`src/rtl/vga_capture.sv`:
```
// Loopback capture of the 640x480 VGA stream back into the 16x12 grid word.
// Define CAPTURE_CHECK_EN to count r/g/b disagreement at the cell sample points.
module vga_capture #(
    parameter int PIXEL_LAT = 2,
    parameter int CELL      = 40,
    parameter int H_START   = 144,
    parameter int V_START   = 35,
    parameter int H_TOTAL   = 800,
    parameter int V_TOTAL   = 525
) (
    input  logic         clock,
    input  logic         reset,
    input  logic         pixel_en,
    input  logic         hSync,
    input  logic         vSync,
    input  logic [3:0]   r,
    input  logic [3:0]   g,
    input  logic [3:0]   b,
    output logic [191:0] data,
    output logic         frame_valid,
    output logic         locked,
    output logic         sync_err,
    output logic [7:0]   err_count
);
    localparam int COLS  = 16;
    localparam int ROWS  = 12;
    localparam int H0    = H_START + PIXEL_LAT;
    localparam int V_END = V_START + ROWS * CELL;

    typedef enum logic [1:0] {
        SEARCH = 2'd0,
        ALIGN  = 2'd1,
        LOCKED = 2'd2
    } state_t;

    state_t        state_r;
    logic          hs_r, vs_r, r3_r, v_pend_r;
    logic [9:0]    h_cnt_r, v_cnt_r;
    logic [191:0]  shadow_r;

    logic          h_fall_s, v_fall_s, v_clr_s, err_s, commit_s, sample_s;
    logic [9:0]    hx_s, vy_s;
    logic [3:0]    col_s, row_s;
    logic [7:0]    bit_idx_s;

    // Edge detection, timing checks and sample-point decode
    always_comb begin
        h_fall_s  = pixel_en & hs_r & ~hSync;
        v_fall_s  = pixel_en & vs_r & ~vSync;
        v_clr_s   = v_fall_s | v_pend_r;
        err_s     = (state_r != SEARCH) &&
                    ((h_fall_s && (h_cnt_r != 10'(H_TOTAL - 1))) ||
                     (v_fall_s && (v_cnt_r != 10'(V_TOTAL - 1))));
        commit_s  = (state_r == LOCKED) && h_fall_s && !v_clr_s &&
                    (v_cnt_r == 10'(V_END - 1)) && !err_s;
        hx_s      = h_cnt_r - 10'(H0);
        vy_s      = v_cnt_r - 10'(V_START);
        col_s     = 4'(hx_s / 10'(CELL));
        row_s     = 4'(vy_s / 10'(CELL));
        // row*16+col is just the concatenation of the two nibbles
        bit_idx_s = 8'd191 - {row_s, col_s};
        sample_s  = pixel_en && (state_r == LOCKED) &&
                    (h_cnt_r >= 10'(H0)) && (hx_s < 10'(COLS * CELL)) &&
                    (v_cnt_r >= 10'(V_START)) && (vy_s < 10'(ROWS * CELL)) &&
                    ((hx_s % 10'(CELL)) == 10'(CELL / 2)) &&
                    ((vy_s % 10'(CELL)) == 10'(CELL / 2));
    end

    // Input register, counters, lock FSM, shadow grid and commit
    always_ff @(posedge clock) begin
        if (reset) begin
            hs_r        <= 1'b1;
            vs_r        <= 1'b1;
            r3_r        <= 1'b0;
            v_pend_r    <= 1'b0;
            h_cnt_r     <= 10'd0;
            v_cnt_r     <= 10'd0;
            state_r     <= SEARCH;
            shadow_r    <= 192'h0;
            data        <= 192'h0;
            frame_valid <= 1'b0;
            locked      <= 1'b0;
            sync_err    <= 1'b0;
        end else begin
            frame_valid <= 1'b0;
            sync_err    <= 1'b0;
            locked      <= (state_r == LOCKED);
            if (pixel_en) begin
                hs_r <= hSync;
                vs_r <= vSync;
                r3_r <= r[3];
                if (h_fall_s) begin
                    h_cnt_r <= 10'd0;
                end else if (h_cnt_r != 10'd1023) begin
                    h_cnt_r <= h_cnt_r + 10'd1;
                end
                // A vSync fall mid-line is remembered until the next line start
                if (h_fall_s) begin
                    if (v_clr_s) begin
                        v_cnt_r  <= 10'd0;
                        v_pend_r <= 1'b0;
                    end else if (v_cnt_r != 10'd1023) begin
                        v_cnt_r <= v_cnt_r + 10'd1;
                    end
                end else if (v_fall_s) begin
                    v_pend_r <= 1'b1;
                end
                if (err_s) begin
                    state_r  <= SEARCH;
                    sync_err <= 1'b1;
                end else begin
                    case (state_r)
                        SEARCH:  if (v_fall_s) state_r <= ALIGN;
                        ALIGN:   if (v_fall_s) state_r <= LOCKED;
                        LOCKED:  state_r <= LOCKED;
                        default: state_r <= SEARCH;
                    endcase
                end
                if (sample_s) begin
                    shadow_r[bit_idx_s] <= r3_r;
                end
                if (commit_s) begin
                    data        <= shadow_r;
                    frame_valid <= 1'b1;
                end
            end
        end
    end

`ifdef CAPTURE_CHECK_EN
    logic [2:0] r_lo_r;
    logic [3:0] g_r, b_r;

    function automatic logic chan_ok(input logic [3:0] rv, input logic [3:0] gv,
                                     input logic [3:0] bv);
        return (rv == gv) && (gv == bv) && ((rv == 4'h0) || (rv == 4'hF));
    endfunction

    // Channel agreement counter, saturating; only reset clears it
    always_ff @(posedge clock) begin
        if (reset) begin
            r_lo_r    <= 3'd0;
            g_r       <= 4'h0;
            b_r       <= 4'h0;
            err_count <= 8'h00;
        end else if (pixel_en) begin
            r_lo_r <= r[2:0];
            g_r    <= g;
            b_r    <= b;
            if (sample_s && !chan_ok({r3_r, r_lo_r}, g_r, b_r) && (err_count != 8'hFF)) begin
                err_count <= err_count + 8'd1;
            end
        end
    end
`else
    logic unused_chan_s;
    assign unused_chan_s = ^{r[2:0], g, b};
    assign err_count     = 8'h00;
`endif

endmodule

```
`config.mk`:
```
export PLATFORM = sky130hd
export DESIGN_NAME = vga_capture
export DESIGN_NICKNAME = d
export VERILOG_FILES = /design/src/rtl/vga_capture.sv
export SDC_FILE = /design/constraint.sdc
export NUM_CORES = 1
export LEC_CHECK = 0
export CORE_ASPECT_RATIO = 1.4
export CORE_UTILIZATION = 45
export DETAILED_ROUTE_END_ITERATION = 16
export PLACE_DENSITY = 0.77
export SYNTH_ARGS = -nofsm -noshare
export SYNTH_HDL_FRONTEND = slang
export SYNTH_SLANG_ARGS = --single-unit
```
`constraint.sdc`:
```
create_clock -name clock -period 5 [get_ports clock]
set_input_delay 1 -clock clock [delete_from_list [all_inputs] [get_ports clock]]
set_output_delay 1 -clock clock [all_outputs]
set_load 0.05 [all_outputs]
```
==> flow_summary.yaml <==
run_status:
  status: "complete, no violations"
clock_network:
  cts_buffer_depth: 3
  clk-insertion-delay-late_ns: 0.55
  root_buffer: "clkbuf_16"
  numCtsBuffers: 39
  path_clk_slew_ns: 0.07
  cts_sinks: 413
  cts_htree_levels: 2
  cts_tree: "built"
power:
  peakVddDrop_v: 0.000251
  p_total_mw: 6.80
  p_sw_mw: 1.61
  p_seq_frac: 0.485
  clockPowerShare: 0.447
  swShare: 0.236
  power.density_nw_per_um2: 289
  power.internal_mw: 5.20
  pwr-share-comb: 0.068
  p_leak_nw: 8.99
sta:
  hold_ws_ns: 0.450
  slew_violations: 0
  setup_tns_ns: 0
  fin_crit_sh: 0.972
  timing.fmax_mhz: 206
  fin_skew_ns: 0.00986
  relSlewSlack: 0.302
  hold_violations: 0
  min_period_ns: 4.86
  rsz0062_at_grt: "yes"
  worstMarginPinSlew_ns: 1.04
  setup_viol: 0
logic_synthesis:
  synthTopCellsByCount: "635 x nand2_1, 413 x dfxtp_1, 223 x a21oi_1"
  postSynthAreaPerCell_sq_um: 8.28
  ys.flop_type: "dfxtp_1"
  ys_seq_area_frac: 0.443
  synth_top_area_frac: 0.443
  synth_edf_count: 0
  synth_largest_area_cell: "dfxtp_1"
  netlist_instances: 2252
  yosysWarnings: 0
  ys_top_cells_by_area: "dfxtp_1 44%, nand2_1 13%, mux2i_1 11%, a21oi_1 6.0%, nand3_1 5.4%"
  yosysMostFrequentCell: "nand2_1"
  yosysUniqueCellTypes: 99
  synth-seq-cells: 413
  async_flop_share: 0
  syn_area_sq_um: 18700
setup_path:
  worstPathRequired_ns: 5.39
  critPathLaunchType: "register"
  endpoint_kind: "register"
  cp.arrival_ns: 5.25
  worstPathMaxFanout: 52
  critPathBufInv: 4
  worstPathCellList: "buf_4 > o311ai_2 > mux2i_1 > or4_1 > a31oi_1 > o21a_1 > o211ai_1 > a311oi_2 > buf_4 > buf_4 > nor3_1 > o41ai_2 > a22o_4 > buf_16 > nand3_1 > mux2i_1"
  cpLargestDelayFamily: "compound AO/OA/AOI/OAI gates"
  critPathKind: "register to register"
  max_stage_delay_ns: 0.72
  critPathSlowestCell: "or4_1"
  cp_common_cell: "buf_4"
global_routing:
  grt_usage: 0.252
  overflow: 0
  grt_pass1_vias: 16300
  antenna_found_initial: 0
  grt_pass1_wl_mm: 86.5
  grt_max_degree: 106
place:
  routabilityCongestion: 0.876
  dp.cells: 2912
  dp_hpwl_mm: 36.2
  io_buffers: 200
route:
  final_antenna_net_count: 0
  via_per_inst: 5.64
  wl_per_cell_um: 18.5
  drtPass1Iterations: 5
  vias: 16900
  wl_mm: 55.5
  first_iter_violations: 1404
  drc: 0
floorplanning:
  initial_core_util: 0.459
  fp.dieArea_sq_um: 42300
  rows: 87
  die_w_um: 174
  io_pins: 220
  die_h_um: 243
  core-area_sq_um: 40600
job:
  drv_cap: 0
layout:
  antennaDiodeCount: 0
  stdcell_count: 2999
  drive_gt1_frac: 0.126
  area.growth.synth_to_final_pct: 26.4
  layout.nets: 2468
  fillers: 3502
worst_hold_path:
  hp-class: "register to register"
-- flip-flops by register name, summed over array words and instances, names as in the netlist --
signal and count:
locked 1, v_pend_r 1, state_r 2, hs_r 1, data 192, shadow_r 192
v_cnt_r 10, h_cnt_r 10, r3_r 1, sync_err 1, frame_valid 1, vs_r 1
-- power groups by stage --
| stage | logic [mW] | registers (mW) | clock network [mW] |
|---|---|---|---|
| 2_1_floorplan | 0.279 | 3.37 | 0 |
| 3_3_place_gp | 0.401 | 3.37 | 0 |
| 3_5_place_dp | 0.405 | 3.37 | 0 |
| 4_1_cts | 0.411 | 3.30 | 3.07 |
| 5_1_grt | 0.490 | 3.30 | 3.20 |
| 6_report | 0.466 | 3.30 | 3.04 |
-- worst paths after layout --
check / start / end / slack [ns] / depth (start not counted)
hold reg to reg: shadow_r[158] / data[158] / 0.45 / 2
setup reg to reg: h_cnt_r[1] / shadow_r[170] / 0.14 / 16
setup / recovery: h_cnt_r[1] / shadow_r[170] / 0.14 / 16
hold / removal: shadow_r[158] / data[158] / 0.45 / 2
-- cell usage in the layout, fill, tap and decap left out, types with 12 or more instances in the layout --
cell type / n
a21oi_1: 219
xnor2_1: 17
clkbuf_16: 41
nand3_2: 13
o21ai_0: 17
inv_1: 15
buf_4: 93
ha_1: 13
o211ai_1: 12
clkdlybuf4s50_1: 199
nor2_1: 53
nand2_1: 632
buf_12: 32
nor3_1: 22
mux2i_1: 200
nand3_1: 197
dfxtp_1: 410
-- worst register-to-register path, cell delays in order (launching register included) --
cell and delay (ns):
dfxtp_1 0.31, buf_4 0.18, o311ai_2 0.46, mux2i_1 0.23, or4_1 0.72, a31oi_1 0.34, o21a_1 0.23, o211ai_1 0.14
a311oi_2 0.36, buf_4 0.17, buf_4 0.12, nor3_1 0.09, o41ai_2 0.48, a22o_4 0.31, buf_16 0.25, nand3_1 0.17
mux2i_1 0.16
-- metal layers --
layer / GRT usage / wire length (um) / vias up
met2: 0.443 / 27800 / 589
met5: 0 / 0 / -
met1: 0.306 / 22400 / 8164
li1: - / - / 8025
met4: 0.118 / 2200 / 0
met3: 0.0290 / 3030 / 134
-- final cells by class --
class,instances,area [sq um],share of cell area
Multi-Input combinational cell,1634,9790,0.415
Sequential cell,413,8270,0.351
Timing Repair Buffer,332,3470,0.147
Clock buffer,55,1150,0.0487
Tap cell,534,668,0.0283
Clock inverter,13,159,0.00674
Inverter,18,72.6,0.00308
-- per-stage QoR --
step | setup WS, ns | util | area (sq um)
5_1_grt | -0.0800 | 0.581 | 23600
6_report | 0.139 | 0.581 | 23600
3_5_place_dp | -0.166 | 0.537 | 21800
2_1_floorplan | 0.328 | - | 18700
3_3_place_gp | -0.0800 | 0.537 | 21800
4_1_cts | 0.0498 | 0.571 | 23200
-- kinds of logic (layout without fill, tap and decap cells) --
group | Yosys count | after routing | synth area share
AND/OR/NAND/NOR | 1020 | 1020 | 0.253
flip-flops | 413 | 413 | 0.443
AO/OA/AOI/OAI | 356 | 357 | 0.119
buffers and inverters | 213 | 418 | 0.0504
multiplexers | 207 | 207 | 0.112
XOR/XNOR | 29 | 29 | 0.0140
adder cells (fa/ha/maj) | 13 | 13 | 0.00872
other | 1 | 8 | 0.000201
-- timing repair --
action | in CTS | in global routing
gates cloned | 0 | 2
gates resized for setup | 10 | 40
hold buffers | 0 | 0
buffers inserted | 1 | 16
endpoints found under the setup margin | 191 | 192
pin swaps | 1 | 24
Power figures use the tool's default switching activity.
==> patch (same settings) <==
Register the input `vSync` before use. The logic sees it one clock later. The other inputs are not delayed to match.
--- a/src/rtl/vga_capture.sv
+++ b/src/rtl/vga_capture.sv
@@ -33,6 +33,12 @@
         LOCKED = 2'd2
     } state_t;
 
+    logic vSync_q;
+
+    always_ff @(posedge clock) begin
+        vSync_q <= vSync;
+    end
+
     state_t        state_r;
     logic          hs_r, vs_r, r3_r, v_pend_r;
     logic [9:0]    h_cnt_r, v_cnt_r;
@@ -46,7 +52,7 @@
     // Edge detection, timing checks and sample-point decode
     always_comb begin
         h_fall_s  = pixel_en & hs_r & ~hSync;
-        v_fall_s  = pixel_en & vs_r & ~vSync;
+        v_fall_s  = pixel_en & vs_r & ~vSync_q;
         v_clr_s   = v_fall_s | v_pend_r;
         err_s     = (state_r != SEARCH) &&
                     ((h_fall_s && (h_cnt_r != 10'(H_TOTAL - 1))) ||
@@ -87,7 +93,7 @@
             locked      <= (state_r == LOCKED);
             if (pixel_en) begin
                 hs_r <= hSync;
-                vs_r <= vSync;
+                vs_r <= vSync_q;
                 r3_r <= r[3];
                 if (h_fall_s) begin
                     h_cnt_r <= 10'd0;
Check against the original RTL: not equivalent (a bounded check fails within 4 cycles, from zero or initial values and one cycle with reset high).
==> patch against the original RTL <==
Sequential cell count increased by 1; non-clock buffer count decreased by 19; die area increased by 0.11%; via count increased by 0.42%; design area decreased by 0.41%; final cell count decreased by 0.60%; wire length increased by 0.48%; synthesized area increased by 0.11%; setup slack got worse by 40 ps; total power increased by 0.77%; largest cell class unchanged; largest power group unchanged; highest routed layer unchanged.
==> patch: results (changes against the original RTL) <==
[worst_setup_path]
worstRegToRegCells = 20  ; +4
crit_arrival_ps = 5290  ; +40 ps
max_stage_delay_ps = 560  ; -160 ps
cpMaxStageDelayCell = or4_4
worst-path-max-fanout = 15  ; -71%

[power_and_ir_drop]
p_leak_nw = 8.909  ; -0.86%
vdd_ir_drop_max_uv = 253.6  ; +0.91%

[place]
dp_cells = 2891  ; -0.72%
gp_congestion = 0.8977  ; +2.5%
place_area_mm2 = 0.02167  ; -0.72%
place_ws_ps = -223.6  ; -57.85 ps
dpl.hpwl_um = 35460  ; -2.0%

[detailed_routing]
drt_pass1_iterations = 6  ; +1
drt-wirelength-per-cell_um = 18.71  ; +1.1%
drt_iter0_drc = 1693  ; +21%
viasPerCell = 5.697  ; +1.0%
totalWireLength_um = 55790  ; +0.48%

[logic_synthesis]
synth_flop_cell = dfxtp_1
synthTopCellsByCount = 635 x nand2_1, 414 x dfxtp_1, 223 x a21oi_1
yosysSeqAreaShare_pct = 44.39  ; +0.060 points
syn_area_per_cell_um2 = 8.287  ; about the same
synthTopCellsByArea = dfxtp_1 44%, nand2_1 13%, mux2i_1 11%
yosysTopAreaCellShare_pct = 44.39  ; +0.060 points

[cells_and_area]
fin_nets = 2449  ; -0.77%
synthToLayoutAreaGrowth_pct = 25.77
fillers = 3431  ; -2.0%
n_antenna_cell = 0  ; unchanged
drive_above_1_share_pct = 11.81  ; -0.81 points

[timing]
clock_skew_ps = 17.33  ; +7.471 ps
relSlewSlack_pct = 21.61  ; -8.5 points

[grt]
grt_pass1_vias = 16190  ; -0.42%
grt_max_degree = 130  ; +23%
grt_pass1_wl_um = 85860  ; -0.69%
grt.total_usage_pct = 24.88  ; -0.34 points

[hold_path]
holdPathStages = 2  ; unchanged
hp-start = shadow_r[174]
hp-class = reg -> reg

[cts]
cts-root-buf = clkbuf_16
cts_buffer_depth = 3  ; unchanged

[outcome]
outcome = complete, no violations

-- patch: cell count changes after synthesis --
cell     unedited run  this run
dfxtp_1           413       414
-- patch: path summary, 6_finish.rpt --
kind | endpoint | slack, ps
max reg2reg | shadow_r[37] | 100
min reg2reg | data[174] | 450
max | shadow_r[37] | 100
min | data[174] | 450
-- patch: area by class of cell --
type	instances	share of cell area (%)
inverter	18	0.3090
clock buffer	58	5.062
clock inverter	11	0.5595
timing repair buffer	313	14.31
tap	534	2.845
sequential	414	35.31
multi-input combinational	1633	41.60
-- patch: cell families after synthesis --
kind of cell	synth area share, %
and+or+nand+nor	25.22
adders and majority gates	0.8712
other	0.02009
xor gates and xnor gates	1.401
DFF	44.39
muxes	11.14
buffers and inverters	5.039
AOI/OAI and AO/OA	11.91
-- patch: repair_timing --
action                     CTS  global route
setup endpoints to repair  192           192
pin swaps                    2            14
gates cloned                 0             7
gates resized for setup     12            35
buffers inserted             3            11
-- patch: report_power, final --
group | switching [mW] | leakage, nW | total (mW) | internal, mW
Sequential | 0.00525 | 3.34 | 3.31 | 3.30
Clock | 1.27 | 0.648 | 3.03 | 1.76
Combinational | 0.349 | 4.93 | 0.517 | 0.168
-- patch: metrics by stage --
stage               TNS [ps]  total power [mW]
floorplan                  0             3.662
finish                     0             6.857
global route          -302.0             7.046
global placement       -8747             3.772
detailed placement    -28370             3.777
CTS                        0             6.788
-- patch: layer usage --
metal  global-route usage (%)  wire length (um)  share of wire, %
met1                    30.30             22520                40
met2                    42.42             26990                48
met3                    3.415              3304               5.9
met4                    13.13              2978               5.3
met5                        0                 0                 0
-- patch: tightest hold or removal path, stage by stage, from the launching register on --
cell and delay (ps):
dfxtp_1 310, nand2_1 50, a21oi_1 50
